### src/rtl/zx_video_timing.sv
// ZX-class ULA video timing: raster counters, sync/blank, frame interrupt,
// display-memory fetch and the pixel/attribute shifter with border fill.
module zx_video_timing #(
    parameter int HLINE        = 448,
    parameter int VLINE        = 312,
    parameter int HBLANK_START = 320,
    parameter int HBLANK_END   = 415,
    parameter int HSYNC_START  = 344,
    parameter int HSYNC_END    = 375,
    parameter int VSYNC_START  = 248,
    parameter int VSYNC_END    = 251,
    parameter int INT_START    = 2,
    parameter int INT_LEN      = 64,
    parameter int FLASH_BITS   = 5
) (
    input  logic        clock,
    input  logic        reset,
    input  logic        ce,
    input  logic [2:0]  border,
    input  logic        mode,
    output logic        blank,
    output logic        hsync,
    output logic        vsync,
    output logic        r,
    output logic        g,
    output logic        b,
    output logic        i,
    output logic        bi,
    output logic        cn,
    output logic        rd,
    input  logic [7:0]  d,
    output logic [13:0] a,
    output logic [8:0]  hpos,
    output logic [8:0]  vpos
);

    localparam logic [8:0] H_LAST   = 9'(HLINE - 1);
    localparam logic [8:0] V_LAST   = 9'(VLINE - 1);
    localparam logic [8:0] HB_START = 9'(HBLANK_START);
    localparam logic [8:0] HB_END   = 9'(HBLANK_END);
    localparam logic [8:0] HS_START = 9'(HSYNC_START);
    localparam logic [8:0] HS_END   = 9'(HSYNC_END);
    localparam logic [8:0] VS_START = 9'(VSYNC_START);
    localparam logic [8:0] VS_END   = 9'(VSYNC_END);
    localparam logic [8:0] INT_S    = 9'(INT_START);
    localparam logic [8:0] INT_E    = 9'(INT_START + INT_LEN - 1);

    logic [8:0]            hpos_q, hpos_d;
    logic [8:0]            vpos_q, vpos_d;
    logic [FLASH_BITS-1:0] frame_q, frame_d;
    logic                  mode_q, mode_d;
    logic                  video_en_q, video_en_d;
    logic [7:0]            bmp_lat_q, bmp_lat_d;
    logic [7:0]            attr_lat_q, attr_lat_d;
    logic [7:0]            shift_q, shift_d;
    logic [7:0]            attr_q, attr_d;

    logic data_en;
    logic sel;

    assign data_en = (hpos_q <= 9'd255) && (vpos_q <= 9'd191);

    always_comb begin
        hpos_d     = hpos_q;
        vpos_d     = vpos_q;
        frame_d    = frame_q;
        mode_d     = mode_q;
        video_en_d = video_en_q;
        bmp_lat_d  = bmp_lat_q;
        attr_lat_d = attr_lat_q;
        shift_d    = shift_q;
        attr_d     = attr_q;
        if (ce) begin
            if (hpos_q == H_LAST) begin
                hpos_d = 9'd0;
                if (vpos_q == V_LAST) begin
                    vpos_d  = 9'd0;
                    frame_d = frame_q + FLASH_BITS'(1);
                    mode_d  = mode;
                end else begin
                    vpos_d = vpos_q + 9'd1;
                end
            end else begin
                hpos_d = hpos_q + 9'd1;
            end

            if (hpos_q[3]) begin
                video_en_d = data_en;
            end

            if (data_en) begin
                case (hpos_q[3:0])
                    4'd9, 4'd13:  bmp_lat_d  = d;
                    4'd11, 4'd15: attr_lat_d = d;
                    default: ;
                endcase
            end

            // Outside the display area the paper shows the border colour.
            if (hpos_q[2:0] == 3'd4) begin
                shift_d = video_en_q ? bmp_lat_q : 8'h00;
                attr_d  = video_en_q ? attr_lat_q : {2'b00, border, attr_lat_q[2:0]};
            end else begin
                shift_d = {shift_q[6:0], 1'b0};
            end
        end
    end

    always_ff @(posedge clock) begin
        if (reset) begin
            hpos_q     <= 9'd0;
            vpos_q     <= 9'd0;
            frame_q    <= '0;
            mode_q     <= 1'b0;
            video_en_q <= 1'b0;
            bmp_lat_q  <= 8'h00;
            attr_lat_q <= 8'h00;
            shift_q    <= 8'h00;
            attr_q     <= 8'h00;
        end else begin
            hpos_q     <= hpos_d;
            vpos_q     <= vpos_d;
            frame_q    <= frame_d;
            mode_q     <= mode_d;
            video_en_q <= video_en_d;
            bmp_lat_q  <= bmp_lat_d;
            attr_lat_q <= attr_lat_d;
            shift_q    <= shift_d;
            attr_q     <= attr_d;
        end
    end

    // hpos[1] picks the attribute slot; hi-colour reuses the bitmap layout in bank 1.
    always_comb begin
        if (!hpos_q[1]) begin
            a = {1'b0, vpos_q[7:6], vpos_q[2:0], vpos_q[5:3], hpos_q[7:4], hpos_q[2]};
        end else if (mode_q) begin
            a = {1'b1, vpos_q[7:6], vpos_q[2:0], vpos_q[5:3], hpos_q[7:4], hpos_q[2]};
        end else begin
            a = {1'b0, 3'b110, vpos_q[7:6], vpos_q[5:3], hpos_q[7:4], hpos_q[2]};
        end
    end

    assign rd = hpos_q[3] && data_en;
    assign cn = (hpos_q[3] | hpos_q[2]) && data_en;

    assign blank = ((hpos_q >= HB_START) && (hpos_q <= HB_END)) ||
                   ((vpos_q >= VS_START) && (vpos_q <= 9'd255));
    assign hsync = (hpos_q >= HS_START) && (hpos_q <= HS_END);
    assign vsync = (vpos_q >= VS_START) && (vpos_q <= VS_END);
    assign bi    = !((vpos_q == VS_START) && (hpos_q >= INT_S) && (hpos_q <= INT_E));

    assign sel       = shift_q[7] ^ (frame_q[FLASH_BITS-1] & attr_q[7]);
    assign {g, r, b} = sel ? attr_q[2:0] : attr_q[5:3];
    assign i         = attr_q[6];

    assign hpos = hpos_q;
    assign vpos = vpos_q;

endmodule

### config.mk
export PLATFORM = sky130hd
export DESIGN_NAME = zx_video_timing
export DESIGN_NICKNAME = d
export VERILOG_FILES = /design/src/rtl/zx_video_timing.sv
export SDC_FILE = /design/constraint.sdc
export NUM_CORES = 1
export LEC_CHECK = 0
export BUFFER_PORTS_ARGS = -buffer_cell sky130_fd_sc_hd__buf_4
export CAP_MARGIN = 25
export CORE_ASPECT_RATIO = 0.5
export CORE_MARGIN = 8
export CORE_UTILIZATION = 35
export DETAILED_ROUTE_END_ITERATION = 16
export PLACE_DENSITY = 0.67
export SYNTH_ARGS = -nofsm -noshare
export SYNTH_HDL_FRONTEND = slang
export SYNTH_SLANG_ARGS = --single-unit
### constraint.sdc
create_clock -name clock -period 4.4 [get_ports clock]
set_input_delay 0.88 -clock clock [delete_from_list [all_inputs] [get_ports clock]]
set_output_delay 0.88 -clock clock [all_outputs]
set_load 0.01 [all_outputs]
---- Word level (Yosys, flattened, before mapping) ----
Cells that the tools add are included.
operators by class
  reduce and logical (&&, ||, !) cells .... 19
  add/sub/neg operators ................... 3
  shift operators ......................... 0
  divide/modulo/power cells ............... 0
  eq/ne operators ......................... 8
  multiply operators ...................... 0
  bitwise gates (word level) .............. 3
  $lt $le $gt $ge ......................... 11
  muxes and demuxes ....................... 8
operators by type and width
  operator                                                                count
  9-bit by 8-bit <= comparator with 1-bit output (second input constant)  4
  14-bit 2-to-1 mux                                                       2
  8-bit 2-to-1 mux                                                        3
  9-bit by 1-bit adder with 9-bit output (second input constant)          2
  9-bit == test (second input constant)                                   2
  9-bit >= comparator (second input constant)                             2
  9-bit <= comparator (second input constant)                             2
  9-bit 2-to-1 mux                                                        2
  4-bit == test (second input constant)                                   4
  9-bit by 8-bit == test with 1-bit output (second input constant)        1
  9-bit by 2-bit >= comparator with 1-bit output (second input constant)  1
  9-bit by 8-bit >= comparator with 1-bit output (second input constant)  1
  9-bit by 7-bit <= comparator with 1-bit output (second input constant)  1
  1-bit logical AND                                                       9
  3-bit AND reduction                                                     3
  2-bit AND reduction                                                     3
  5-bit by 1-bit adder with 5-bit output (second input constant)          1
  2-bit OR reduction                                                      2
  3-bit == test (second input constant)                                   1
  3-bit 2-to-1 mux                                                        1
  1-bit AND                                                               1
  1-bit zero test                                                         1
  1-bit logical OR                                                        1
  1-bit OR                                                                1
  1-bit XOR                                                               1
word-level totals
  memory bits (writable) .................. 0
  memories kept ........................... 0
  output and inout port bits .............. 42
  input port bits ......................... 15
  ROM bits ................................ 0
  bits in latches ......................... 0
  register bits ........................... 57
  word-level logic and storage cells ...... 61

---- Logic depth before layout (Yosys ltp) ----
Gate-level depths: netlist (run 1).
  word-level depth ........................ 4
  mapped depth ............................ 9
  mapped depth without buffers ............ 8

---- Worst setup path after synthesis (run 1) ----
Ideal clock, no wire load.
  path kind ............................... register to output
  start point ............................. register hpos_q[0] (netlist: hpos[0])
  end point ............................... output rd
  data arrival time ....................... 1.927 ns
  data required time ...................... 3.520 ns
  cell stages (with the launch flop) ...... 9
  setup slack ............................. 1.593 ns
  buffers on the path ..................... 0
  cell sequence ........................... dfxtp_1 -> ha_1 -> and4_1 -> and3_1 -> ha_1 -> nor2b_1 -> nand4_1 -> and3_1 -> and2_1
on the way
  word-level cells in the longest chain between the ends .. 3
RTL lines
  element                                         RTL line  RTL
  from (decl)                                     48        logic [8:0] hpos_q, hpos_d;
  from (signal assigned)                          121       hpos_q <= hpos_d;
  9-bit by 8-bit <= comparator with 1-bit output  61        assign data_en = (hpos_q <= 9'd255) && (vpos_q <= 9'd191);
  1-bit logical AND                               61
  1-bit logical AND                               144       assign rd = hpos_q[3] && data_en;
  to (decl)                                       30        output logic rd,
No other way between the ends.

---- Worst setup path in the final report (run 1) ----
  start point ............................. register hpos_q[1] (netlist: hpos[1])
  end point ............................... output rd
Same word-level chain as after synthesis.

==> impl_results.md, run 1 <==
* Final setup margin at roughly 0.9 ns
* Yosys cell types at 46
* Area grow syn2layout at 22.53%
* Syn nets at around 380
* Reg-to-Reg End: attr_lat_q[4]
* CP Capture Type: primary output
* Vias in the first global route at between 2k and 2.5k
* Hold_ws at between 0.4 and 0.5 ns
* Initial antenna violation count at 0
* DRT Pass-1 Iters at 5
* Unrepaired setup endpoints after global routing: false
* Top cell type's share of synthesized area at 0.3776
* Sw Ratio at 0.2094
* Seq/Total Area, Yosys at 0.3776
* Peak-usage layer in the global routing report: met2
* Mapped Area at 0.003022 mm2
* PwrDens at roughly 340 mW/mm2
* Cells after Synth at between 300 and 400
* Drt total wl at 7555 um
* TNS Setup at 0 ns
* Worst Hold Class: reg -> reg
* Pre-CTS setup slack at approximately 1.3 ns
* Hold path cells at 2
* Avg Vias per Cell at between 5 and 6
* Hold path startpoint: attr_q[7]
* Initial Util at 0.3531
* Leak at between 0.001 and 0.0015 uW
* Num ports at 57
* Reg2Reg Depth at 8
* Pint at roughly 1000 uW
* Number of core rows at 24
* Most frequent cells in the layout: 57 x dfxtp_1, 56 x buf_4, 28 x nand2b_1
* I/O Buffers at 56
* CTS sink count at 57
* Slew headroom at 0.6063
* WS Path Type: reg -> out
* Clk pwr share at 0.538
* Number of vias in the routed layout at about 2.6k
* Hpwl dp at between 5000 and 6000 um
* 1st-iter DRT viols at about 180
* Synthesized area per cell at around 8.5 um2
* CTS Buf Count at 9
* Root buffer cell: clkbuf_16
* CP Data Required Time at 3.52 ns
* GR Layer Usage met1 at 0.1597
* Fillers at about 870
* Least-Margin Pin Slew at approximately 0.59 ns
* Final setup viols at 0
* Synthesis Warnings at 0
* First-pass GRT wire length at about 12000 um
* Reported max-cap violation count at 0
* Number of remaining DRC errors at 0
* Seq pwr share at 0.419
* Crit share post-route at 0.7897
* Die W at between 100 and 150 um
* Synth area leaders: dfxtp_1 38%, mux2i_1 7.3%, nand2b_1 5.8%, a21oi_1 4.1%, ha_1 3.3%
* Hold Path Sink: attr_q[7]
* Layout Skew at 0.006006 ns
* PostCTS Resize Cnt at 0
* Async set-or-reset flop fraction in the synthesized netlist at 0
* Ratio of cells with drive above 1 in the final layout at 0.1995
* Max Transition Viols Final at 0
* Fin. Hold Viols at 0
* Net Sw Power at 262.3 uW
* Antenna diodes at 0
* Largest net degree at the start of global routing at 63
* FF-to-FF Start: hpos[1]
* Post-Place Cells at 493
* Synth Flop Type: dfxtp_1
* Worst skew pair latency at 0.33 ns
* Startpoint Class: register
* Cts hold-fix bufs at 0
* Met3 Track Usage GR at 0.04508
* EDFF count, synth at 0
* Synth area leader: dfxtp_1
* Commonest non-fill, non-tap cell in the layout: dfxtp_1
* Die H at around 82 um
* #FFs+latches synth at 57
* Drt wl/cell at around 15 um
* FF-to-FF setup slack at 2.00 ns
* CTS Buffer Depth at 2
* Status: finished clean
* Post-CTS Setup Bufs at 0
* Fin crit period at approximately 3.5 ns
* Peak supply drop at 0.2014 mV
* Final Non-Filler Cells at approximately 510
* Crit path arrival time at around 2.6 ns
* Comb power frac at 0.044
* H-tree depth at 3
* Total congestion overflow at 0
* CORE AREA at between 0.008 and 0.009 mm2
* Fin nets at 411
* Max Fanout on Critical Path at 9
* Met2 Use GR at 0.1995
* CTS clk-pin slew, worst paths at roughly 0.050 ns
* Final Wtd Congestion at 0.8196
* CTS tree: built
* Die area at between 0.01 and 0.015 mm2
* F_max at roughly 290 MHz
* Routed Antenna Nets at 0
* Final core occ at 0.4326
* Overall routing resource usage at 0.1274
[final cells by class]
cell class	instances	area (um2)	share of cell area
Clock buffer	11	242.7	0.06556
Clock inverter	3	42.54	0.01149
Inverter	8	30.03	0.008111
Multi-Input combinational cell	255	1674	0.4522
Sequential cell	57	1141	0.3082
Tap cell	117	146.4	0.03954
Timing Repair Buffer	57	425.4	0.1149
[worst max-delay path by stage]
| stage | startpoint | to | slack (ns) | cells past startpoint |
|---|---|---|---|---|
| final | hpos[1] | rd | 0.93 | 9 |
| after floorplan | hpos[0] | rd | 1.59 | 8 |
| after detailed placement | hpos[1] | rd | 1.30 | 9 |
| after global routing | hpos[1] | rd | 0.81 | 9 |
| after global placement | hpos[0] | rd | 1.40 | 9 |
| after CTS | hpos[0] | rd | 0.96 | 9 |
[per-stage QoR]
step	cell area, um2	power [uW]
floorplan	3022	565.5
global placement	3412	589.4
detailed placement	3412	589.0
CTS	3697	1269
global route	3702	1301
finish	3702	1252
[power groups by stage]
stage | Combinational, uW | Clock, uW | Sequential [uW]
after global routing | 59.8 | 717 | 524
after floorplan | 31.4 | 0 | 534
after global placement | 55.2 | 0 | 534
after CTS | 55.0 | 690 | 524
after detailed placement | 54.5 | 0 | 535
final | 54.9 | 673 | 524
[cell families (layout without fill, tap and decap cells)]
family / after synthesis / count (layout) / synth area share
simple gates: 150 / 150 / 0.2737
mux: 27 / 27 / 0.09151
buf+inv: 43 / 79 / 0.06832
compound gates: 59 / 59 / 0.1238
xor+xnor: 11 / 11 / 0.03188
flops: 57 / 57 / 0.3776
fa+ha+maj: 8 / 8 / 0.03313
[layer usage]
| metal | part of all wire | vias up |
|---|---|---|
| li1 | - | 1317 |
| met3 | 0.042 | 10 |
| met4 | 0.016 | 0 |
| met1 | 0.50 | 1208 |
| met5 | 0 | - |
| met2 | 0.44 | 45 |
[sequential cells by signal, indices dropped and copies added (netlist names)]
signal and cells:
frame_q 5, bmp_lat_q 8, shift_q 8, video_en_q 1, attr_q 8, vpos 9, hpos 9, attr_lat_q 8
mode_q 1
[critical path, cell delays in order, from the launching register on]
cell	delay, ns
dfxtp_1	0.38
ha_1	0.27
and4_1	0.28
and3_1	0.21
ha_1	0.19
nor2b_1	0.11
nand4_1	0.24
and3_1	0.29
and2_1	0.15
buf_4	0.14
[synth_stat cells (9+ instances only)]
cell / number
a21oi_1: 25
a31oi_1: 9
clkbuf_1: 18
dfxtp_1: 57
mux2i_1: 22
nand2_1: 26
nand2b_1: 28
nand3_1: 14
nand4_1: 9
nor2_1: 21
nor2b_1: 10
(Power assumes the default switching activity.)
==> inputs of run 2 (changes only) <==
PLACE_DENSITY = 0.69   (was 0.67)
clock period = 3.15 ns   (was 4.4 ns; I/O delays follow)
==> run 2 against run 1 <==
  * Global-route usage rose by 0.20 points
  * Critical path depth unchanged
  * Die area did not move
  * Clock skew grew 0.0033 ns
  * First-iteration DRC count grew 21%
  * Utilization increased by 0.47 points
  * Cell count grew 0.79%
  * Largest cell class unchanged
  * Highest routed layer unchanged
==> impl_results.md, run 2 (synthesized netlist as in run 1, its figures left out) <==
* WS Path Type: reg -> out (unchanged)
* Slew headroom at 0.6206 (was 0.6063)
* Root buffer cell: clkbuf_16 (unchanged)
* Detail Route met2 WL at 3352 um (was 3297 um)
* Leak at 0.001487 uW (was 0.001462 uW)
* Final Wtd Congestion at 0.8347 (was 0.8196)
* Top sig layer: met4 (unchanged)
* Num ports at 57 (unchanged)
* DRT Pass-1 Iters at 6 (was 5)
* Crit path arrival time at 2.38 ns (was 2.59 ns)
* Die area at 0.01204 mm2 (unchanged)
* Peak supply drop at 0.2575 mV (was 0.2014 mV)
* Commonest non-fill, non-tap cell in the layout: buf_4 (was dfxtp_1)
* CP Capture Type: primary output (unchanged)
* Worst Hold Class: reg -> reg (unchanged)
* Clk pwr share at 0.544 (was 0.538)
* Drt wl/cell at 14.61 um (was 14.87 um)
* PwrDens at 475.6 mW/mm2 (was 338.2 mW/mm2)
* Die H at 81.70 um (unchanged)
* Sw Ratio at 0.2083 (was 0.2094)
* Initial antenna violation count at 0 (unchanged)
* Fin nets at 414 (was 411)
* TNS Setup at 0 ns (unchanged)
* Most common cell on crit path: and3_1
* F_max at about 330 MHz
* Overall routing resource usage at 0.1294 (was 0.1274)
* Routed Antenna Nets at 0 (unchanged)
* CTS clk-pin slew, worst paths at 0.05 ns (about the same)
* Total congestion overflow at 0 (unchanged)
* CP Data Required Time at 2.52 ns (was 3.52 ns)
* Die W at 147.4 um (unchanged)
* Fillers at 854 (was 867)
* Final core occ at 0.4373 (was 0.4326)
* Status: finished clean (unchanged)
* CTS tree: built (unchanged)
* Drt total wl at 7480 um (was 7555 um)
* Net Sw Power at 370.8 uW (was 262.3 uW)
* Most frequent cells in the layout: 60 x buf_4, 57 x dfxtp_1, 28 x nand2b_1 (was 57 x dfxtp_1, 56 x buf_4, 28 x nand2b_1)
* Least-Margin Pin Slew at 0.5691 ns (was 0.5906 ns)
* Hpwl dp at 5255 um (was 5295 um)
* Number of remaining DRC errors at 0 (unchanged)
* I/O Buffers at 56 (unchanged)
* Ratio of cells with drive above 1 in the final layout at 0.2127 (was 0.1995)
* Avg Vias per Cell at 5.068 (was 5.079)
* WL met1 at 3569 um (was 3814 um)
* CP max-delay cell: dfxtp_1 (unchanged)
* Met3 WL at 489 um (was 321 um)
* Crit-path max cell delay at 0.37 ns (was 0.38 ns)
* Number of vias in the routed layout at 2595 (was 2580)
* CORE AREA at 0.008558 mm2 (unchanged)
* Area grow syn2layout at 23.85% (was 22.53%)
* Reported max-cap violation count at 0 (unchanged)
* Unrepaired setup endpoints after global routing: false (unchanged)
* Number of core rows at 24 (unchanged)
* Pint at 1409 uW (was 990.0 uW)
* Max Transition Viols Final at 0 (unchanged)
* Fin. Hold Viols at 0 (unchanged)
* Final setup viols at 0 (unchanged)
* Largest net degree at the start of global routing at 63 (unchanged)
* Max Fanout on Critical Path at 7 (was 9)
* Comb power frac at 0.046 (was 0.044)
* Initial Util at 0.3531 (unchanged)
* Vias in the first global route at 2488 (was 2476)
* 1st-iter DRT viols at 214 (was 177)
* Layout Skew at 0.009276 ns (was 0.006006 ns)
* Critical path, cell by cell: ha_2 > and4_2 > and3_1 > ha_1 > nor2b_1 > nand4_1 > and3_1 > and2_1 > buf_4 (was ha_1 > and4_1 > and3_1 > ha_1 > nor2b_1 > nand4_1 > and3_1 > and2_1 > buf_4)
* Startpoint Class: register (unchanged)
* Crit share post-route at 0.9571
* H-tree depth at 3 (unchanged)
* Cts hold-fix bufs at 0 (unchanged)
* CTS sink count at 57 (unchanged)
* First-pass GRT wire length at 12390 um (was 12300 um)
* Seq pwr share at 0.410 (was 0.419)
* Worst skew pair latency at 0.33 ns (about the same)
* CTS Buffer Depth at 2 (unchanged)
* Antenna diodes at 0 (unchanged)
* CTS Buf Count at 9 (unchanged)
* Fin crit period at between 3 and 4 ns
run 2: changes by cell type in the layout (fill, tap and decap cells not counted), sizes merged:
cell | before | now
clkinvlp | 1 | 0
clkinv | 1 | 2
buf | 56 | 60
run 2: path summary, 6_finish.rpt:
check                                    end  startpoint  slack, ns  cells after the start
worst min register to register     attr_q[6]   attr_q[6]       0.45                      2
worst min-delay path               attr_q[6]   attr_q[6]       0.45                      2
worst max register to register  bmp_lat_q[0]     hpos[0]       0.81                      9
worst max-delay path                      rd     hpos[0]       0.14                      9
run 2: layout make-up:
type | instances | area, um2 | share of cell area
repair buffers | 60 | 450.4 | 0.1204
inverters | 8 | 30.03 | 0.008024
clock inverters | 3 | 40.04 | 0.01070
flip-flops and latches | 57 | 1141 | 0.3049
clock buffers | 12 | 256.5 | 0.06854
multi-input cells | 255 | 1678 | 0.4483
well taps | 117 | 146.4 | 0.03912
run 2: metal layers:
layer,up-vias,global-route usage
met5,-,0
met4,0,0.04137
met3,5,0.06597
met2,59,0.2018
met1,1209,0.1542
li1,1322,-
run 2: power by group through the flow:
stage / Combinational (uW) / Clock (uW) / Sequential (uW)
after CTS: 82.4 / 998 / 730
after global placement: 80.9 / 0 / 744
after detailed placement: 81.5 / 0 / 744
final: 81.7 / 968 / 730
after global routing: 89.6 / 1030 / 730
after floorplan: 43.8 / 0 / 746
run 2: repair_timing:
item / 4_1_cts / 5_1_grt
resized for setup: 0 / 2
setup endpoints to repair: 1 / 2
cloned: 0 / 0
setup buffers: 1 / 0
run 2: through the flow:
| step | hold slack (ns) | area (um2) | power (uW) | setup WS [ns] | cells |
|---|---|---|---|---|---|
| 2_1_floorplan | 0.4321 | 3022 | 789.9 | 0.5930 | 355 |
| 3_3_place_gp | 0.4410 | 3435 | 824.8 | 0.3892 | 496 |
| 3_5_place_dp | 0.4452 | 3435 | 825.9 | 0.3284 | 496 |
| 4_1_cts | 0.4530 | 3739 | 1810 | 0.08587 | 512 |
| 5_1_grt | 0.4678 | 3742 | 1853 | 0.002643 | 512 |
| 6_report | 0.4522 | 3742 | 1780 | 0.1351 | 512 |
run 2: worst max-delay path, delay by kind of cell (launching register included):
kind | cells | cell delay [ns]
flip-flops | 1 | 0.37
AND/OR/NAND/NOR | 6 | 1.10
buffers and inverters | 1 | 0.14
adder cells (fa/ha/maj) | 2 | 0.44
